`src/rtl/serdes_word_aligner.sv`:
```
// Word-alignment controller: issues bitslip pulses to the deserializer until a
// training word is seen MATCH_COUNT times in a row, then forwards aligned words.
module serdes_word_aligner #(
    parameter int               WIDTH         = 10,
    parameter logic [WIDTH-1:0] TRAIN_PATTERN = 'h3E0,
    parameter int               MATCH_COUNT   = 4,
    parameter int               SLIP_WAIT     = 3,
    parameter int               MAX_SLIPS     = 20,
    localparam int              SW            = $clog2(MAX_SLIPS + 1)
) (
    input  logic             clk,
    input  logic             reset,
    input  logic             enable_n,
    input  logic             ready_i,
    input  logic [WIDTH-1:0] word_i,
    input  logic             word_valid_i,
    output logic             bitslip_ctrl_n,
    output logic             aligned_o,
    output logic             error_o,
    output logic [SW-1:0]    slip_count_o,
    output logic [WIDTH-1:0] word_o,
    output logic             word_valid_o
);
    localparam int MW = (MATCH_COUNT > 1) ? $clog2(MATCH_COUNT) : 1;
    localparam int WW = (SLIP_WAIT > 1) ? $clog2(SLIP_WAIT) : 1;
    localparam logic [MW-1:0] MATCH_LAST = MW'(MATCH_COUNT - 1);
    localparam logic [WW-1:0] WAIT_LAST  = WW'(SLIP_WAIT - 1);
    localparam logic [SW-1:0] SLIP_MAX   = SW'(MAX_SLIPS);

    typedef enum logic [2:0] {IDLE, CHECK, SLIP, WAIT, LOCKED, FAIL} state_t;

    state_t           r_state;
    logic [MW-1:0]    r_match;
    logic [WW-1:0]    r_wait;
    logic [SW-1:0]    r_slip;
    logic             r_bitslip_n;
    logic             r_aligned;
    logic             r_error;
    logic [WIDTH-1:0] r_word;
    logic             r_wvalid;

    wire w_abort = (r_state != IDLE) && (!ready_i || enable_n);

    always_ff @(posedge clk) begin
        if (reset) begin
            r_state     <= IDLE;
            r_match     <= '0;
            r_wait      <= '0;
            r_slip      <= '0;
            r_bitslip_n <= 1'b1;
            r_aligned   <= 1'b0;
            r_error     <= 1'b0;
            r_word      <= '0;
            r_wvalid    <= 1'b0;
        end else if (w_abort) begin
            // slip count is kept for inspection until IDLE is left again
            r_state     <= IDLE;
            r_match     <= '0;
            r_wait      <= '0;
            r_bitslip_n <= 1'b1;
            r_aligned   <= 1'b0;
            r_error     <= 1'b0;
            r_wvalid    <= 1'b0;
        end else begin
            r_bitslip_n <= 1'b1;
            r_wvalid    <= 1'b0;
            case (r_state)
                IDLE: begin
                    if (!enable_n && ready_i) begin
                        r_state <= CHECK;
                        r_slip  <= '0;
                        r_match <= '0;
                    end
                end
                CHECK: begin
                    if (word_valid_i) begin
                        if (word_i == TRAIN_PATTERN) begin
                            if (r_match == MATCH_LAST) begin
                                r_state   <= LOCKED;
                                r_aligned <= 1'b1;
                                r_match   <= '0;
                            end else begin
                                r_match <= r_match + 1'b1;
                            end
                        end else begin
                            r_match <= '0;
                            if (r_slip == SLIP_MAX) begin
                                r_state <= FAIL;
                                r_error <= 1'b1;
                            end else begin
                                // pulse is registered so it is low for exactly the SLIP cycle
                                r_state     <= SLIP;
                                r_bitslip_n <= 1'b0;
                                r_slip      <= r_slip + 1'b1;
                            end
                        end
                    end
                end
                SLIP: begin
                    r_state <= WAIT;
                    r_wait  <= '0;
                end
                WAIT: begin
                    if (word_valid_i) begin
                        if (r_wait == WAIT_LAST) begin
                            r_state <= CHECK;
                            r_wait  <= '0;
                            r_match <= '0;
                        end else begin
                            r_wait <= r_wait + 1'b1;
                        end
                    end
                end
                LOCKED: begin
                    r_word   <= word_i;
                    r_wvalid <= word_valid_i;
                end
                FAIL:    r_state <= FAIL;
                default: r_state <= IDLE;
            endcase
        end
    end

    assign bitslip_ctrl_n = r_bitslip_n;
    assign aligned_o      = r_aligned;
    assign error_o        = r_error;
    assign slip_count_o   = r_slip;
    assign word_o         = r_word;
    assign word_valid_o   = r_wvalid;
endmodule

```
`config.mk`:
```
export PLATFORM = sky130hd
export DESIGN_NAME = serdes_word_aligner
export DESIGN_NICKNAME = d
export VERILOG_FILES = /design/src/rtl/serdes_word_aligner.sv
export SDC_FILE = /design/constraint.sdc
export NUM_CORES = 1
export LEC_CHECK = 0
export CORE_ASPECT_RATIO = 1.5
export CORE_MARGIN = 4
export CORE_UTILIZATION = 43
export CTS_CLUSTER_DIAMETER = 50
export DETAILED_ROUTE_END_ITERATION = 8
export PLACE_DENSITY = 0.75
export SLEW_MARGIN = 30
export SYNTH_ARGS = -nofsm -noshare
export SYNTH_HDL_FRONTEND = slang
export SYNTH_SLANG_ARGS = --single-unit
```
`constraint.sdc`:
```
create_clock -name clk -period 2.1 [get_ports clk]
set_clock_uncertainty 0.15 [all_clocks]
set_input_delay 0.42 -clock clk [delete_from_list [all_inputs] [get_ports clk]]
set_output_delay 0.42 -clock clk [all_outputs]
set_load 0.03 [all_outputs]
```
### Word level (Yosys, flattened, before mapping)

Cells that the tools add are included.
Widths: inputs -> output; s select.

| storage, ports and cells | value |
|---|---|
| bits in registers | 26 |
| latch bits | 0 |
| RAM bits | 0 |
| memory bits (read-only) | 0 |
| input bits | 15 |
| memories kept | 0 |

| operators by class | value |
|---|---|
| $add $sub $neg | 3 |
| multiply operators | 0 |
| divide/modulo/power cells | 0 |
| order comparisons | 0 |
| equality and inequality tests | 16 |
| shift operators | 0 |
| mux-type cells | 24 |
| bitwise operators | 5 |
| reduce and logical (&&, ||, !) cells | 20 |

Operators with widths:

| operator | count |
|---|---|
| $mux 3 | 7 |
| $mux 5 | 4 |
| $pmux 3 s6 | 1 |
| $mux 2 | 8 |
| $ne 2x2->1 const B | 6 |
| $reduce_and 6->1 | 2 |
| $eq 10x10->1 const B | 1 |
| $pmux 5 s2 | 1 |
| $reduce_and 4->1 | 2 |
| $eq 3x2->1 const B | 2 |
| $eq 3x3->1 const B | 2 |
| $pmux 2 s3 | 1 |
| $reduce_bool 3->1 | 2 |
| $add 5x1->5 const B | 1 |
| $eq 5x5->1 const B | 1 |
| $not 1->1 | 5 |
| $reduce_and 5->1 | 1 |
| $reduce_or 5->1 | 1 |
| $add 2x1->2 const B | 2 |
| $eq 2x2->1 const B | 2 |
| $pmux 2 s2 | 1 |
| $reduce_and 2->1 | 2 |
| $reduce_bool 2->1 | 2 |
| $eq 3x1->1 const B | 1 |
| other kinds (8) | 10 |

### Longest topological paths before layout

| depth | value |
|---|---|
| depth in word-level cells | 5 |
| mapped depth | 6 |
| gate-level depth less buffers | 6 |

### Worst setup path before layout

Ideal clock, no wire load.

| timing | value |
|---|---|
| path kind | input to register |
| start point | in word_i[0] |
| end point | reg r_state[2] |
| library setup time | 0.117 ns |
| data arrival time | 1.749 ns |
| data required time | 1.833 ns |
| slack | 0.084 ns |
| cell stages on the path | 4 |
| buffers on the path | 0 |
| path through | or4b_4 or4_4 a41oi_1 nor2_1 |

| on the way | value |
|---|---|
| cells in the longest elaborated chain, start to end | 4 |
| elaborated cells between the ends (all ways) | 6 |
| classes of those cells | eq/ne (2); mux (3); reduce/logical (1) |

RTL lines:

| item | RTL line | RTL |
|---|---|---|
| start: declaration | 15 | `input logic [WIDTH-1:0] word_i,` |
| $eq 10x10->1 (*) | 77 | `if (word_i == TRAIN_PATTERN) begin` |
| $mux 3 | 77 |  |
| $mux 3 | 76 | `if (word_valid_i) begin` |
| $pmux 3 s6 | 67 | `case (r_state)` |
| end signal: assignment | 70 | `r_state <= CHECK;` |
| end signal: assignment | 79 | `r_state <= LOCKED;` |
| end signal: assignment | 88 | `r_state <= FAIL;` |
| end: declaration | 32 | `state_t r_state;` |

Mark *: on every way between the ends. The rest lies on a longest branch, timed or not. The select of a mux whose other input is x is not followed.
A chain may end at the register's enable or synchronous reset.

### Final worst setup path

| timing | value |
|---|---|
| start point | in word_valid_i |
| end point | reg r_state[2] |

| on the way | value |
|---|---|
| cells in the longest elaborated chain, start to end | 2 |
| elaborated cells between the ends (all ways) | 3 |
| classes of those cells | eq/ne (2); reduce/logical (1) |

RTL lines:

| item | RTL line | RTL |
|---|---|---|
| start: declaration | 16 | `input logic word_valid_i,` |
| $ne 2x2->1 (no line) | n/a |  |
| $reduce_and 6->1 (no line) (*) | n/a |  |
| end signal: assignment | 46 | `r_state <= IDLE;` |
| end signal: assignment | 57 | `r_state <= IDLE;` |
| end signal: assignment | 70 |  |

Mark *: on every way between the ends. The rest lies on a longest branch, timed or not.

==> impl_metrics.toml <==
[outcome]
outcome = "complete, no violations"

[finish]
layout.area.seq_um2 = 520
final_nets = 210
final_design_area_no_fill_um2 = 1870
stdcell_count = 230
fin_util_pct = 64.3
antenna_cells = 0
fill_cells = 247
drive_gt1_share_pct = 16.2
area_growth_pct = 44.1
layout_common_cells = "29 x clkdlybuf4s50_1, 26 x dfxtp_1, 19 x nor2_1"
final_common_cell = "clkdlybuf4s50_1"
multi_input_area_um2 = 751

[pwr]
power.density_nw_per_um2 = 491
total_power_uw = 919
p_leak_uw = 0.000790
ir_worst_vdd_mv = 0.497

[global_route]
grt_use_total_pct = 18.6
grt.busiest_layer = "met2"
grt_max_degree = 17
grt_pass1_wl_um = 5490
use_met1_pct = 19.0
grt-ovfl-total = 0
grt_use_met2_pct = 34.9
grt_pass1_vias = 1299
antenna_found_initial = 0
grt.met3_usage_pct = 2.74

[timing]
finalSetupViolations = 0
final.setup.tns_ps = 0
fin_crit_sh_pct = 95.9
clock.fmax_ghz = 0.497
worst_pin_slew_ps = 367
drv_slew = 0
slew_headroom_pct = 75.4
finalHoldViolCount = 0
rsz0062_at_grt = "no"
fin_crit_ps = 2010

[place]
place_congestion = 0.852
dp_hpwl_um = 2620
post_dp_cell_area_um2 = 1780
dp_cells = 225
portBuffers = 33

[die]
initial_core_util_pct = 44.6
die-area_um2 = 3990
die_h_um = 75.3
core_um2 = 2910
ioPinCount = 34
rows = 24
die_w_um = 52.9

[routing]
viasPerCell = 5.51
firstDrtPassIters = 4
drc_errors = 0
drtAntennaViolNets = 0
wire_per_inst_um = 14.6
wl_um = 3370
first_iter_violations = 22
num_vias = 1268

[clock_tree]
clkLatencyLatePin_ps = 270
cts_max_level = 1
cts_buffers = 3
clk_root_buffer_cell = "clkbuf_8"
cts_tree = "done"
cts_buffer_depth = 2
clkSlewWorstSetupHoldPaths_ps = 90
cts.sinks = 26
cts_hold_buf = 0

[worst_setup_path]
critPathArrivalTime_ps = 2040
cp_max_fo = 5
start_kind = "input pin"
crit_type = "in -> reg"
required_ps = 2120
crit_path_end_kind = "flop"

[job]
maxCapViolCount = 0

[synthesis]
ys.flop_type = "dfxtp_1"
synth_warnings = 0
syn_inst = 142
syn-cell-area_um2 = 1300
yosys.area.top_type = "dfxtp_1"
syn-num-nets = 160
avgSynthCellArea_um2 = 9.15
synth_edf_count = 0
netlist.area_leader.share_pct = 40.0
synth_cell_type_count = 43
ys_ff_latch = 26
yosysSeqAreaShare_pct = 40.0
synth_area_leaders = "dfxtp_1 40%, mux2i_1 11%, nor2_1 5.5%"
async_reset_ff_share_pct = 0

[hold_path]
hp-class = "in -> reg"
[cells in the mapped netlist, types with 2 or more instances]
library cell  number
nand4b_1           3
a21oi_1            2
dfxtp_1           26
clkbuf_1           4
inv_1              6
mux2i_1           14
o211ai_1           3
nor3b_1            4
nand2b_1           3
ha_1               3
and3b_1            2
nor2_1            19
buf_2              2
o21ai_1            3
nor3_1             3
nand4_1            2
nor2b_1            4
o21ai_0            2
nand3_1            6
nand3b_1           2
nand2_1            7
[path summary, 6_finish.rpt]
path | from | endpoint | slack [ps] | cells after the start
setup reg to reg | r_match[0] | r_state[2] | 100 | 5
hold reg to reg | error_o | error_o | 330 | 1
hold / removal | word_i[0] | word_o[0] | 290 | 3
setup / recovery | word_valid_i | r_state[2] | 90 | 6
[routing by layer]
metal	wire, um	up-vias
li1	-	610
met1	1290	604
met2	1800	45
met3	173	9
met4	97	0
met5	0	-
[through the flow]
stage	hold WS [ps]	setup slack, ps
floorplan	288	83.9
global placement	298	-374
detailed placement	312	-437
CTS	334	6.14
global route	295	6.29
finish	289	86.1
[cells by family after synthesis]
kind of cell    synth area share, %
flops                          40.0
xor+xnor                      0.674
fa+ha+maj                      2.89
compound gates                 13.9
simple gates                   28.1
buf+inv                        3.66
mux                            10.8
[power by group]
| group | leakage, uW | internal [uW] | switching, uW | total [uW] |
|---|---|---|---|---|
| logic | 0.000552 | 52.9 | 42.7 | 95.6 |
| registers | 0.000210 | 494 | 2.03 | 496 |
| clock network | 0.0000288 | 168 | 160 | 327 |
| total | 0.000790 | 715 | 204 | 919 |
[critical path, stage by stage]
cell	delay [ps]
clkdlybuf4s50_1	490
and3b_1	220
or4_1	500
buf_4	180
a41oi_2	160
nor2_1	70
[cell type report]
cell class              count  share of cell area, %
well taps                  39                   2.61
repair buffers             51                   25.4
flip-flops and latches     26                   27.8
inverters                   6                   1.20
clock buffers               4                   2.94
multi-input cells         104                   40.1
[sequential cells by signal, indices dropped and copies added (netlist names)]
name            count
word_o             10
aligned_o           1
r_match             2
r_wait              2
error_o             1
slip_count_o        5
bitslip_ctrl_n      1
word_valid_o        1
r_state             3
[timing repair]
| item | in CTS | in global routing |
|---|---|---|
| pin swaps | 3 | 6 |
| gates resized for setup | 2 | 6 |
| endpoints found under the setup margin | 3 | 6 |
| buffers inserted | 0 | 1 |
No activity file was read; power rests on OpenSTA's default activity.
